## config.mk

```make
export PLATFORM = sky130hd
export DESIGN_NAME = seq_det_frame_ctrl
export DESIGN_NICKNAME = d
export VERILOG_FILES = /design/src/rtl/seq_det_pkg.sv /design/src/rtl/seq_det_piso.sv /design/src/rtl/seq_det_frame_ctrl.sv
export SDC_FILE = /design/constraint.sdc
export NUM_CORES = 1
export LEC_CHECK = 0
export ABC_AREA = 1
export CORE_MARGIN = 1
export CORE_UTILIZATION = 35
export CTS_CLUSTER_SIZE = 16
export DETAILED_ROUTE_END_ITERATION = 10
export SLEW_MARGIN = 20
export SYNTH_ARGS = -nofsm -noshare
export SYNTH_HDL_FRONTEND = slang
export SYNTH_SLANG_ARGS = --single-unit
```

## constraint.sdc

```tcl
create_clock -name clk -period 3.59 [get_ports clk]
set_input_delay 0.718 -clock clk [delete_from_list [all_inputs] [get_ports clk]]
set_output_delay 0.718 -clock clk [all_outputs]
set_load 0.005 [all_outputs]
```

## src/rtl/seq_det_pkg.sv

```systemverilog
`default_nettype none
// +--------------------------------------------------------------------+
// | seq_det_pkg : state encoding and default widths for the frame ctrl  |
// | Rev 1.0                                                             |
// +--------------------------------------------------------------------+
package seq_det_pkg;

    localparam int DEF_DATA_W = 8;
    localparam int DEF_CNT_W  = 8;

    localparam int ST_W = 3;
    localparam logic [ST_W-1:0] ST_IDLE  = 3'd0;
    localparam logic [ST_W-1:0] ST_SHIFT = 3'd1;
    localparam logic [ST_W-1:0] ST_DRAIN = 3'd2;
    localparam logic [ST_W-1:0] ST_DONE  = 3'd3;
    localparam logic [ST_W-1:0] ST_ABORT = 3'd4;

endpackage
`default_nettype wire

```

## src/rtl/seq_det_piso.sv

```systemverilog
`default_nettype none
// +--------------------------------------------------------------------+
// | seq_det_piso : parallel-load shift register, MSB first, bit index   |
// | Rev 1.0                                                             |
// +--------------------------------------------------------------------+
module seq_det_piso
    import seq_det_pkg::*;
#(
    parameter int DATA_W = DEF_DATA_W
) (
    input  logic              clk,
    input  logic              rst_n,
    input  logic              load_i,
    input  logic [DATA_W-1:0] data_i,
    input  logic              shift_i,
    output logic              bit_o,
    output logic              last_bit_o
);

    localparam int IDX_W = (DATA_W > 1) ? $clog2(DATA_W) : 1;
    localparam logic [IDX_W-1:0] IDX_LAST = IDX_W'(DATA_W - 1);

    logic [DATA_W-1:0] sr_q;
    logic [IDX_W-1:0]  idx_q;

    always_ff @(posedge clk or negedge rst_n) begin
        if (!rst_n) begin
            sr_q  <= '0;
            idx_q <= '0;
        end else if (load_i) begin
            sr_q  <= data_i;
            idx_q <= '0;
        end else if (shift_i) begin
            sr_q  <= sr_q << 1;
            idx_q <= idx_q + IDX_W'(1);
        end
    end

    assign bit_o      = sr_q[DATA_W-1];
    assign last_bit_o = (idx_q == IDX_LAST);

endmodule
`default_nettype wire

```

## src/rtl/seq_det_frame_ctrl.sv

```systemverilog
`default_nettype none
// +--------------------------------------------------------------------+
// | seq_det_frame_ctrl : feeds words bit-serially to the 110100 detector|
// | and reports per-frame match count or underrun error.   Rev 1.0      |
// +--------------------------------------------------------------------+
module seq_det_frame_ctrl
    import seq_det_pkg::*;
#(
    parameter int DATA_W = DEF_DATA_W,
    parameter int CNT_W  = DEF_CNT_W
) (
    input  logic              clk,
    input  logic              rst_n,
    input  logic              in_valid,
    output logic              in_ready,
    input  logic [DATA_W-1:0] in_data,
    input  logic              in_last,
    output logic              det_rst,
    output logic              det_data,
    input  logic              det_found,
    output logic              cnt_valid,
    output logic [CNT_W-1:0]  cnt_value,
    output logic              cnt_ovf,
    output logic              frame_err
);

    localparam logic [CNT_W-1:0] CNT_MAX = {CNT_W{1'b1}};

    logic [ST_W-1:0]  state_q, state_d;
    logic             last_q, last_d;
    logic [CNT_W-1:0] count_q, count_d;
    logic             ovf_q, ovf_d;
    logic [CNT_W-1:0] rep_cnt_q;
    logic             rep_ovf_q;
    logic             piso_bit;
    logic             piso_last;
    logic             accept;

    seq_det_piso #(
        .DATA_W (DATA_W)
    ) u_piso (
        .clk        (clk),
        .rst_n      (rst_n),
        .load_i     (accept),
        .data_i     (in_data),
        .shift_i    (state_q == ST_SHIFT),
        .bit_o      (piso_bit),
        .last_bit_o (piso_last)
    );

    // Ready only decodes registered state; gated by rst_n so nothing is taken during reset.
    assign in_ready = rst_n && ((state_q == ST_IDLE) ||
                                ((state_q == ST_SHIFT) && piso_last && !last_q));
    assign accept   = in_valid && in_ready;

    always_comb begin
        state_d = state_q;
        last_d  = last_q;
        count_d = count_q;
        ovf_d   = ovf_q;
        if (((state_q == ST_SHIFT) || (state_q == ST_DRAIN)) && det_found) begin
            if (count_q == CNT_MAX) begin
                ovf_d = 1'b1;
            end else begin
                count_d = count_q + CNT_W'(1);
            end
        end
        case (state_q)
            ST_IDLE: begin
                if (accept) begin
                    state_d = ST_SHIFT;
                    last_d  = in_last;
                    count_d = '0;
                    ovf_d   = 1'b0;
                end
            end
            ST_SHIFT: begin
                if (piso_last) begin
                    if (last_q) begin
                        state_d = ST_DRAIN;
                    end else if (accept) begin
                        last_d = in_last;
                    end else begin
                        state_d = ST_ABORT;
                    end
                end
            end
            ST_DRAIN: state_d = ST_DONE;
            default:  state_d = ST_IDLE;
        endcase
    end

    always_ff @(posedge clk or negedge rst_n) begin
        if (!rst_n) begin
            state_q   <= ST_IDLE;
            last_q    <= 1'b0;
            count_q   <= '0;
            ovf_q     <= 1'b0;
            rep_cnt_q <= '0;
            rep_ovf_q <= 1'b0;
        end else begin
            state_q <= state_d;
            last_q  <= last_d;
            count_q <= count_d;
            ovf_q   <= ovf_d;
            // Latch the result including the final found pulse seen in DRAIN.
            if (state_q == ST_DRAIN) begin
                rep_cnt_q <= count_d;
                rep_ovf_q <= ovf_d;
            end
        end
    end

    assign det_rst   = !((state_q == ST_SHIFT) || (state_q == ST_DRAIN));
    assign det_data  = (state_q == ST_SHIFT) && piso_bit;
    assign cnt_valid = (state_q == ST_DONE);
    assign frame_err = (state_q == ST_ABORT);
    assign cnt_value = rep_cnt_q;
    assign cnt_ovf   = rep_ovf_q;

endmodule
`default_nettype wire

```

==> impl_metrics.json <==
{
  "finish.net_count": 260,
  "first_global_vias": 1309,
  "hold_violations": 0,
  "rows": 25,
  "start_util_pct": 36.4,
  "setup_tns_ps": 0,
  "async_reset_ff_share_pct": 100,
  "io_buffers": 26,
  "synth_nets": 227,
  "cts_root_buf": "clkbuf_8",
  "dieWidth_um": 72.1,
  "drc": 0,
  "period_needed_ps": 2540,
  "wl_um": 3380,
  "cts.sinks": 33,
  "cp.arrival_ps": 1820,
  "report.final.slew_viol_count": 0,
  "n_antenna_cell": 0,
  "vdd_drop_max_v": 0.000316,
  "ys_seq_elements": 33,
  "setup_viol": 0,
  "outcome": "finished, final reports clean",
  "criticalPathCategory": "reg2out",
  "maxCapViolCount": 0,
  "wl_per_cell_um": 10.9,
  "required_ps": 2870,
  "final_cell_mix": "nand2_1 (66), dfrtp_1 (33), inv_1 (26), clkdlybuf4s50_1 (25)",
  "synth_warnings": 0,
  "gp_congestion": 0.753,
  "grt_usage_pct": 14.9,
  "hold_class": "reg2reg",
  "mappedNetlistArea_um2": 1720,
  "synthFlopType": "dfrtp_1",
  "antenna_found_initial": 0,
  "cts_buffer_depth": 2,
  "post_cts_buffers": 0,
  "slowest_stage": "dfrtp_1",
  "leakagePower_uw": 0.00108,
  "cp_max_fo": 12,
  "insertion_delay_ps": 280,
  "htree_levels": 2,
  "cts_tree": "built",
  "fmax_ghz": 0.393,
  "finalClockSkew_ps": 7.67,
  "rsz0062_at_grt": "false",
  "grt_pass1_wl_um": 5880,
  "final_common_cell": "nand2_1",
  "drt_iter0_drc": 52,
  "slowest_delay_ps": 440,
  "die_y_um": 72.1,
  "seq_area_frac_synth_pct": 48.1,
  "syn_inst": 211,
  "vias": 1367,
  "finalPower_uw": 1730,
  "yosysUniqueCellTypes": 30,
  "cts_hold_buf": 0,
  "grt_max_degree": 36,
  "synth_edf_count": 0,
  "powerDensity_nw_per_um2": 806,
  "crit_buf_inv": 2,
  "vias_per_cell": 4.40,
  "period_share_pct": 70.8,
  "globalRouteOverflowTotal": 0,
  "drive_above_1_share_pct": 14.3,
  "syn2layout_area_growth_pct": 25.0,
  "slew_headroom_pct": 69.6,
  "core_area_um2": 4720,
  "worst_pin_slew_ps": 456,
  "antenna_left": 0,
  "cp_top_family": "simple AND/OR/NAND/NOR gates",
  "dp_hpwl_um": 2580,
  "dr.pass1.iters": 5,
  "clk_pin_slew_ps": 70,
  "syn_avg_cell_area_um2": 8.14,
  "dieArea_um2": 5190,
  "ioPinCount": 27,
  "post_cts.resized_instances": 0,
  "cts_made_buffers": 5,
  "cp-end-kind": "output port",
  "critPathLaunchType": "flip-flop",
  "crit_chain": "nor2_4, nand2_1, nand2_2, inv_1, clkdlybuf4s50_1"
}
==> registers in the layout, indices dropped and copies added, names as in the netlist <==
register and cells:
cnt_value 8, u_piso.idx_q 3, ovf_q 1, count_q 8
u_piso.sr_q 8, state_q 3, cnt_ovf 1, last_q 1
==> cell type report <==
| class | instances | area (um^2) |
|---|---|---|
| Timing Repair Buffer | 27 | 263 |
| Inverter | 34 | 134 |
| Tap cell | 67 | 83.8 |
| Fill cell | 484 | 2580 |
| Clock buffer | 7 | 86.3 |
| Sequential cell | 33 | 826 |
| Multi-Input combinational cell | 143 | 754 |
==> stage by stage <==
step	hold slack, ps	utilization (%)	instances	setup slack [ps]	area, um^2
2_1_floorplan	422	-	211	1880	1720
3_3_place_gp	460	43.6	304	1360	2060
3_5_place_dp	473	43.6	304	1340	2060
4_1_cts	491	45.5	311	1020	2150
5_1_grt	512	45.5	311	890	2150
6_report	487	45.5	311	1050	2150
==> cell usage after synthesis, types with 3 or more instances <==
master / instances / area [um^2]
a21oi_1: 4 / 20.0
dfrtp_1: 33 / 826
ha_1: 3 / 37.5
inv_1: 26 / 97.6
inv_2: 5 / 18.8
nand2_1: 66 / 248
nand2_2: 5 / 31.3
nand3_1: 13 / 65.1
nor2_1: 13 / 48.8
nor3_1: 3 / 15.0
o21ai_0: 6 / 30.0
o21ai_1: 6 / 30.0
==> final timing paths <==
check / slack, ps / start / endpoint / cells past startpoint
max in group asynchronous: 2770 / rst_n / cnt_value[7] / 2
min in group asynchronous: 500 / rst_n / u_piso.sr_q[5] / 2
worst min register to register: 490 / u_piso.sr_q[4] / u_piso.sr_q[5] / 2
worst max register to register: 1850 / state_q[0] / cnt_value[1] / 8
worst max-delay path: 1050 / state_q[0] / det_rst / 5
worst min-delay path: 490 / u_piso.sr_q[4] / u_piso.sr_q[5] / 2
==> logic make-up (layout without fill, tap and decap cells) <==
kind of cell / Yosys count / in the layout / share of synthesized area (%)
xor gates and xnor gates: 4 / 4 / 2.48
DFF: 33 / 33 / 48.1
adders and majority gates: 3 / 3 / 2.19
and+or+nand+nor: 110 / 110 / 29.4
buffers and inverters: 35 / 68 / 8.01
AOI/OAI and AO/OA: 26 / 26 / 9.83
==> where the power goes <==
part / internal (uW) / switching, uW
Clock: 152 / 129
Sequential: 526 / 102
Combinational: 353 / 469
==> worst register-to-register path: cells and delay by family (launching register included) <==
kind                   cells  cell delay (ps)
AND/OR/NAND/NOR            5              790
flip-flops                 1              440
AO/OA/AOI/OAI              2              290
buffers and inverters      1              100
==> metal layers <==
metal / up-vias / share of wire [%] / GRT usage (%)
met2: 26 / 48 / 23.4
met5: - / 0 / 0
met1: 610 / 46 / 19.4
met4: 0 / 1.5 / 5.88
li1: 726 / - / -
met3: 5 / 4.2 / 4.44
Note: power is estimated with default switching activity, not from simulation.
